**config.mk**
```make
export PLATFORM = sky130hd
export DESIGN_NAME = lcd_bus_arbiter
export DESIGN_NICKNAME = d
export VERILOG_FILES = /design/src/rtl/lcd_bus_arbiter.sv
export SDC_FILE = /design/constraint.sdc
export NUM_CORES = 1
export LEC_CHECK = 0
export ABC_AREA = 1
export BUFFER_PORTS_ARGS = -buffer_cell sky130_fd_sc_hd__clkbuf_2
export CAP_MARGIN = 15
export CORE_MARGIN = 5
export CORE_UTILIZATION = 50
export DETAILED_ROUTE_END_ITERATION = 10
export GPL_TIMING_DRIVEN = 0
export PLACE_DENSITY_LB_ADDON = 0.08
export SETUP_SLACK_MARGIN = 0.2
export SLEW_MARGIN = 0
export SYNTH_ARGS = -nofsm -noshare
export SYNTH_HDL_FRONTEND = slang
export SYNTH_SLANG_ARGS = --single-unit
```
**constraint.sdc**
```tcl
create_clock -name clk -period 3.3 [get_ports clk]
set_clock_uncertainty 0.05 [all_clocks]
set_input_delay 0 -clock clk [delete_from_list [all_inputs] [get_ports clk]]
set_output_delay 0 -clock clk [all_outputs]
set_load 0.02 [all_outputs]
```
**src/rtl/lcd_bus_arbiter.sv**
```systemverilog
// lcd_bus_arbiter: two-port arbiter for the HD44780 8-bit write bus with setup/enable/hold/exec-wait timing
//   clk           system clock
//   rstBt         synchronous active-high reset
//   req0/rs0/data0, ack0  port 0 request, register select, byte, one-cycle capture ack
//   req1/rs1/data1, ack1  port 1 request, register select, byte, one-cycle capture ack
//   LCD/RS/RW/en  LCD pins (RW tied low)
//   busy          transfer in progress
//   grant         owner of current or last transfer
//   Macro LCD_ARB_FIXED_PRIO_EN: port 0 always wins ties instead of round-robin
module lcd_bus_arbiter #(
  parameter int SETUP_CYC     = 4,
  parameter int EN_CYC        = 25,
  parameter int HOLD_CYC      = 2,
  parameter int WAIT_CYC      = 4000,
  parameter int LONG_WAIT_CYC = 164000,
  parameter int CNT_W         = 18
) (
  input  logic       clk,
  input  logic       rstBt,
  input  logic       req0,
  input  logic       rs0,
  input  logic [7:0] data0,
  output logic       ack0,
  input  logic       req1,
  input  logic       rs1,
  input  logic [7:0] data1,
  output logic       ack1,
  output logic [7:0] LCD,
  output logic       RS,
  output logic       RW,
  output logic       en,
  output logic       busy,
  output logic       grant
);
  typedef enum logic [2:0] {IDLE, SETUP, ENABLE, HOLD, WAIT} state_t;
  state_t state_q, state_d;
  logic [CNT_W-1:0] cnt_q, cnt_d;
  logic [7:0] lcd_q, lcd_d;
  logic rs_q, rs_d, en_q, en_d, busy_q, busy_d, grant_q, grant_d;
  logic ack0_q, ack0_d, ack1_q, ack1_d;
  logic done, tie, win, long_wait;
`ifdef LCD_ARB_FIXED_PRIO_EN
  assign tie = 1'b0;
`else
  assign tie = ~grant_q;
`endif
  assign win = (req0 & req1) ? tie : req1;
  assign done = cnt_q == '0;
  // clear display (0x01) and return home (0x02) need the long execution wait
  assign long_wait = ~rs_q & (lcd_q == 8'h01 | lcd_q == 8'h02);
  always_comb begin
    state_d = state_q;
    cnt_d = done ? cnt_q : cnt_q - 1'b1;
    lcd_d = lcd_q;
    rs_d = rs_q;
    grant_d = grant_q;
    ack0_d = 1'b0;
    ack1_d = 1'b0;
    en_d = 1'b0;
    case (state_q)
      IDLE: if (req0 | req1) begin
        state_d = SETUP;
        cnt_d = CNT_W'(SETUP_CYC - 1);
        grant_d = win;
        rs_d = win ? rs1 : rs0;
        lcd_d = win ? data1 : data0;
        ack0_d = ~win;
        ack1_d = win;
      end
      SETUP: if (done) begin
        state_d = ENABLE;
        cnt_d = CNT_W'(EN_CYC - 1);
        en_d = 1'b1;
      end
      ENABLE: begin
        en_d = ~done;
        if (done) begin
          state_d = HOLD;
          cnt_d = CNT_W'(HOLD_CYC - 1);
        end
      end
      HOLD: if (done) begin
        state_d = WAIT;
        cnt_d = long_wait ? CNT_W'(LONG_WAIT_CYC - 1) : CNT_W'(WAIT_CYC - 1);
      end
      WAIT: if (done) state_d = IDLE;
      default: state_d = IDLE;
    endcase
    busy_d = state_d != IDLE;
  end
  always_ff @(posedge clk) begin
    if (rstBt) begin
      state_q <= IDLE;
      cnt_q <= '0;
      lcd_q <= 8'h00;
      rs_q <= 1'b0;
      en_q <= 1'b0;
      busy_q <= 1'b0;
      grant_q <= 1'b1;
      ack0_q <= 1'b0;
      ack1_q <= 1'b0;
    end else begin
      state_q <= state_d;
      cnt_q <= cnt_d;
      lcd_q <= lcd_d;
      rs_q <= rs_d;
      en_q <= en_d;
      busy_q <= busy_d;
      grant_q <= grant_d;
      ack0_q <= ack0_d;
      ack1_q <= ack1_d;
    end
  end
  assign LCD = lcd_q;
  assign RS = rs_q;
  assign RW = 1'b0;
  assign en = en_q;
  assign busy = busy_q;
  assign grant = grant_q;
  assign ack0 = ack0_q;
  assign ack1 = ack1_q;
endmodule

```
==> metrics, run 1 <==
result of the run complete, no violations; Post-Route WL ~5 mm; top_reg_cell synth dfxtp_1; series of cell instances along the critical path inv_1 > nand2_1 > nor2_1 > nand2_2 > nor2_1 > nand2_1 > inv_1 > nand2_1 > nand3_1 > dlygate4sd3_1; clk slew on worst S/H paths 80 ps; # setup viols final 0; largest voltage drop on the vdd net 0.520 mV; mean instance size in the synthesized netlist 6.58 sq um; router iterations before antenna repair 4; Max-cap violations 0; Initial Utilization 0.525; time the worst path needs with I/O delays and setup around 2100 ps; count of mapped cells out of synthesis 299; kind of launch point of the worst setup path flop; Setup Slack @ Placement 1500 ps; critical path fanouts, max 9; Clock Sink Count 35; area added between synthesis and finish 25.4%; setup total negative slack 0 ps; core footprint 3740 sq um; Crit path arrival time 2300 ps; area of the mapped netlist about 2000 sq um; die area approximately 5300 sq um; Post-synth ARST share 0; Reg2Reg Setup Slack 1200 ps; length in cells of the worst reg-to-reg path 10; end-of-flow core utilization 0.659; number of synthesized register bits 35; tightest hold margin 45.5 ps; count of distinct cell types in the synthesized netlist 27; share of layout cells above drive strength 1 0.167; capture instance of the worst register-to-register path LCD[1]$_SDFFE_PP0P_; number of buffers created by CTS 5; Die W 72.7 um; count of instances resized after the clock tree is built 0; grt total ovfl 0; filler cell count 360; unrepaired setup endpoints after global routing no; total track usage 0.211; CP peak stage delay 540 ps; worst setup path startpoint state_q[0]$_SDFF_PP0_; final-report hold violation count 0; Critical Path Slowest Stage Cell dlygate4sd3_1; Top cell by count, worst path nand2_1; wire length of the first global-routing pass 8.79 mm; f_max 475 MHz; number of DRC markers in iteration 0 74; cell area power density 1210 nW/um^2; site row count 22; vias in the first global route 2048; maximum number of pins on one net before global-route repair 13; number of top-level design ports 37; Critical Path RT 3500 ps; dpl hpwl 3.71 mm; Clock Latency Late Sink 300 ps; post-route antenna net violation count 0; Final #Nets 384; buffer cell driving the clock tree root clkbuf_8; antenna violations before repair 0; reg-to-reg critical path startpoint state_q[0]$_SDFF_PP0_; Synth Warn # 0; clock buffer depth 2; IO Port Bufs 34; Die Y-Extent 72.7 um; average wire per cell in the routed design 12.4 um; share of the clock period used by the worst path 0.638; Pleak 1.31 nW; TritonCTS clock tree built; DR vias/cell between 4 and 5; Max H-tree Level 2; CP Class flop to flop; count of flip-flops with a built-in enable after synthesis 0; Critical Path End Type flop; number of remaining DRC errors 0; final worst setup slack between 1000 and 1500 ps; sequential-to-total area share from yosys stat 0.356; Antenna diodes 0; total vias in the final route 2031; Critical Path Sink LCD[1]$_SDFFE_PP0P_; Post-Synthesis Net Count 325; number of max-slew violations in the final report 0; worst min-delay path class primary input to flop; gp weighted congestion between 0.8 and 0.9
-- state kept, by name (all words and copies together), names as in the netlist --
name and cells:
LCD 8, RS 1, ack0 1, ack1 1, busy 1, cnt_q 18
en 1, grant 1, state_q 3
-- synthesized netlist by cell type, types with 3 or more instances --
library cell   n  area (sq um)
a21oi_1       21           105
buf_2          3          15.0
dfxtp_1       35           701
ha_1           4          50.1
inv_1         31           116
nand2_1       87           327
nand2_2        3          18.8
nand3_1       18          90.1
nand4_1       10          62.6
nor2_1        39           146
nor2_2         6          37.5
nor3_1         7          35.0
o21ai_0        9          45.0
xnor2_1        5          43.8
xor2_1         9          78.8
-- layer usage --
layer | up-vias | wire length [um] | GRT usage
met5 | - | 0 | 0
met4 | 0 | 85 | 0.0902
met3 | 7 | 262 | 0.0496
met2 | 56 | 2420 | 0.357
met1 | 902 | 2270 | 0.254
li1 | 1066 | - | -
-- worst max-delay path, delay by kind of cell (launching register included) --
kind	cells	cell delay, ps
buffers and inverters	3	810
DFF	1	360
and+or+nand+nor	7	840
-- cells in the final DEF, fill, tap and decap left out, drive strengths merged, types with 5 or more instances in the layout --
cell type,netlist,routed
xnor2,5,5
nand3,19,19
dlygate4sd3,0,18
nand4,10,10
xor2,9,9
clkbuf,1,40
nand2,90,90
o21ai,10,10
a21oi,21,21
inv,32,32
nor2,46,46
dfxtp,35,35
nor3,7,7
-- metrics by stage --
stage               total power, mW  cell area [sq um]  std cells
finish                         2.97               2470        407
global route                   3.30               2470        407
detailed placement             2.58               2200        381
floorplan                      2.19               1970        299
CTS                            2.97               2470        407
global placement               2.56               2200        381
-- how the worst min path moves through the flow --
| stage | startpoint | end | cells past startpoint |
|---|---|---|---|
| after global placement | data1[6] | LCD[6]$_SDFFE_PP0P_ | 3 |
| after CTS | rstBt | cnt_q[3]$_SDFF_PP0_ | 2 |
| after global routing | rstBt | cnt_q[4]$_SDFF_PP0_ | 2 |
| final | rstBt | cnt_q[3]$_SDFF_PP0_ | 2 |
| after detailed placement | data1[6] | LCD[6]$_SDFFE_PP0P_ | 3 |
| after floorplan | data1[0] | LCD[0]$_SDFFE_PP0P_ | 2 |
-- cells by family (layout without fill, tap and decap cells) --
group / after synthesis / after routing / share of synthesized area
fa+ha+maj: 4 / 4 / 0.0254
buf+inv: 38 / 98 / 0.0763
flops: 35 / 35 / 0.356
other cells: 1 / 1 / 0.00191
compound gates: 34 / 34 / 0.0954
simple gates: 173 / 173 / 0.382
xor+xnor: 14 / 14 / 0.0623
-- cell type report --
class / instances / area, sq um / share of cell area
sequential: 35 / 701 / 0.284
clock inverter: 3 / 20.0 / 0.00812
buffer: 5 / 26.3 / 0.0107
tap: 48 / 60.1 / 0.0244
multi-input combinational: 226 / 1120 / 0.453
timing repair buffer: 52 / 350 / 0.142
inverter: 33 / 124 / 0.0502
clock buffer: 5 / 68.8 / 0.0279
-- power breakdown --
group	internal [mW]	total (mW)	switching [mW]
logic	0.702	1.92	1.22
clock network	0.147	0.317	0.171
registers	0.591	0.735	0.144
-- repair_timing --
item	4_1_cts	5_1_grt
endpoints found under the hold margin	9	0
buffers inserted	0	0
hold buffers	18	0
(Power assumes the default switching activity.)
==> inputs of run 2 (changes only) <==
clock period = 1.7 ns   (was 3.3 ns; I/O delays follow)
==> run 2 against run 1 <==
Effect of this change:
- first-iteration DRC count grew 95%
- utilization grew 15 points
- cell count grew 10%
- die area is the same
- critical path type unchanged
- critical endpoint is now cnt_q[12]$_SDFF_PP0_
==> metrics, run 2 (synthesized netlist as in run 1, its figures left out) <==
result of the run complete, no violations; Initial Utilization 0.525 (unchanged); tightest hold margin 73.6 ps (+28.1 ps); number of flip-flops under the largest register name 18 (unchanged); kind of launch point of the worst setup path flop; site row count 22 (unchanged); Clock Sink Count 35 (unchanged); wire length of the first global-routing pass 10.0 mm (+14%); number of max-slew violations in the final report 0 (unchanged); post-route antenna net violation count 0 (unchanged); Clock Latency Late Sink 300 ps (about the same); worst min-delay path class primary input to flop; final-report hold violation count 0 (unchanged); share of layout cells above drive strength 1 0.374 (+0.207); average wire per cell in the routed design 13.9 um (+13%); number of buffers created by CTS 5 (unchanged); critical path fanouts, max 6 (-3); dpl hpwl 3.71 mm (+0.17%); # setup viols final 0 (unchanged); total track usage 0.242 (+0.0311); Max-cap violations 0 (unchanged); Critical Path End Type flop; Die Y-Extent 72.7 um (unchanged); Antenna diodes 0 (unchanged); number of top-level design ports 37 (unchanged); Die W 72.7 um (unchanged); vias in the first global route 2252 (+10%); area added between synthesis and finish 54.7%; grt total ovfl 0 (unchanged); gp weighted congestion 0.857 (+4.7%); core footprint 3740 sq um (unchanged); DR vias/cell 5.13 (+2.8%); total vias in the final route 2304 (+13%); most common cell after layout, fill and taps aside nand2_1; Final #Nets 426 (+11%); Post-Route WL 6.26 mm (+24%); Max H-tree Level 2 (unchanged); number of DRC markers in iteration 0 144 (+95%); Post-Layout Inst Area 3040 sq um (+23%); top register by number of flip-flops cnt_q; time the worst path needs with I/O delays and setup 1660 ps (-447 ps); unrepaired setup endpoints after global routing yes; Critical Path RT 1830 ps (-1670 ps); die area 5290 sq um (unchanged); f_max 603 MHz (+27%); TritonCTS clock tree built; IO Port Bufs 34 (unchanged); router iterations before antenna repair 4 (unchanged); number of remaining DRC errors 0 (unchanged); maximum number of pins on one net before global-route repair 12 (-1); most used cells in the layout excluding fill and tap cells nand2_1, buf_4, clkbuf_2, nor2_1; CP Class flop to flop; Crit path arrival time 1790 ps (-510 ps); cell area after placement 2230 sq um (+1.7%); buffer cell driving the clock tree root clkbuf_8; clk slew on worst S/H paths 70 ps (about the same); antenna violations before repair 0 (unchanged); share of the clock period used by the worst path 0.975 (+0.337); clock buffer depth 2 (unchanged)
run 2: changes by cell type in the layout (fill, tap and decap cells not counted), sizes merged:
| cell | previous run | this run |
|---|---|---|
| buf | 4 | 46 |
| bufinv | 0 | 2 |
| clkbuf | 40 | 41 |
| clkinv | 2 | 1 |
| clkinvlp | 2 | 0 |
run 2: layout make-up:
type | instances | area (sq um)
well taps | 48 | 60.1
plain buffers | 5 | 32.5
clock buffers | 6 | 72.6
inverters | 33 | 128
repair buffers | 94 | 678
clock inverters | 2 | 60.1
fillers | 226 | 701
multi-input cells | 226 | 1290
flip-flops and latches | 35 | 722
run 2: repair_timing:
| item | 4_1_cts | 5_1_grt |
|---|---|---|
| hold buffers | 18 | 0 |
| cloned | 1 | 0 |
| pin swaps | 23 | 12 |
| setup buffers | 29 | 12 |
| hold endpoints to repair | 9 | 0 |
| resized for setup | 32 | 34 |
| endpoints found under the setup margin | 25 | 31 |
run 2: final timing paths:
| check | startpoint | to | slack, ps | depth (start not counted) |
|---|---|---|---|---|
| max | cnt_q[13]$_SDFF_PP0_ | cnt_q[12]$_SDFF_PP0_ | 40 | 9 |
| min | rstBt | en$_SDFF_PP0_ | 70 | 2 |
| max reg2reg | cnt_q[13]$_SDFF_PP0_ | cnt_q[12]$_SDFF_PP0_ | 40 | 9 |
| min reg2reg | LCD[6]$_SDFFE_PP0P_ | LCD[6]$_SDFFE_PP0P_ | 460 | 2 |
run 2: metal layers:
metal,global-route usage,share of wire
met2,0.425,0.52
met4,0.100,0.025
met3,0.0551,0.054
met5,0,0
met1,0.281,0.40
run 2: metrics by stage:
stage	instances	TNS, ps	setup slack [ps]	utilization
2_1_floorplan	299	0	216	-
3_3_place_gp	381	-165	-58.7	0.597
3_5_place_dp	381	-259	-77.2	0.597
4_1_cts	437	0	72.2	0.764
5_1_grt	449	-109	-30.0	0.813
6_report	449	0	42.2	0.813
run 2: critical path: stages, from the launching register on:
cell and delay (ps):
dfxtp_2 350, nor2_4 130, nand2_2 80, nor2_4 170, nand3_4 160, nand2_4 100, nand2_4 50, o21ai_4 230
buf_4 170, nor3_1 50
Power of run 2 is left out: the tool's default activity adds up to more than one toggle a clock period on the data nets, which glitch-free logic cannot reach.
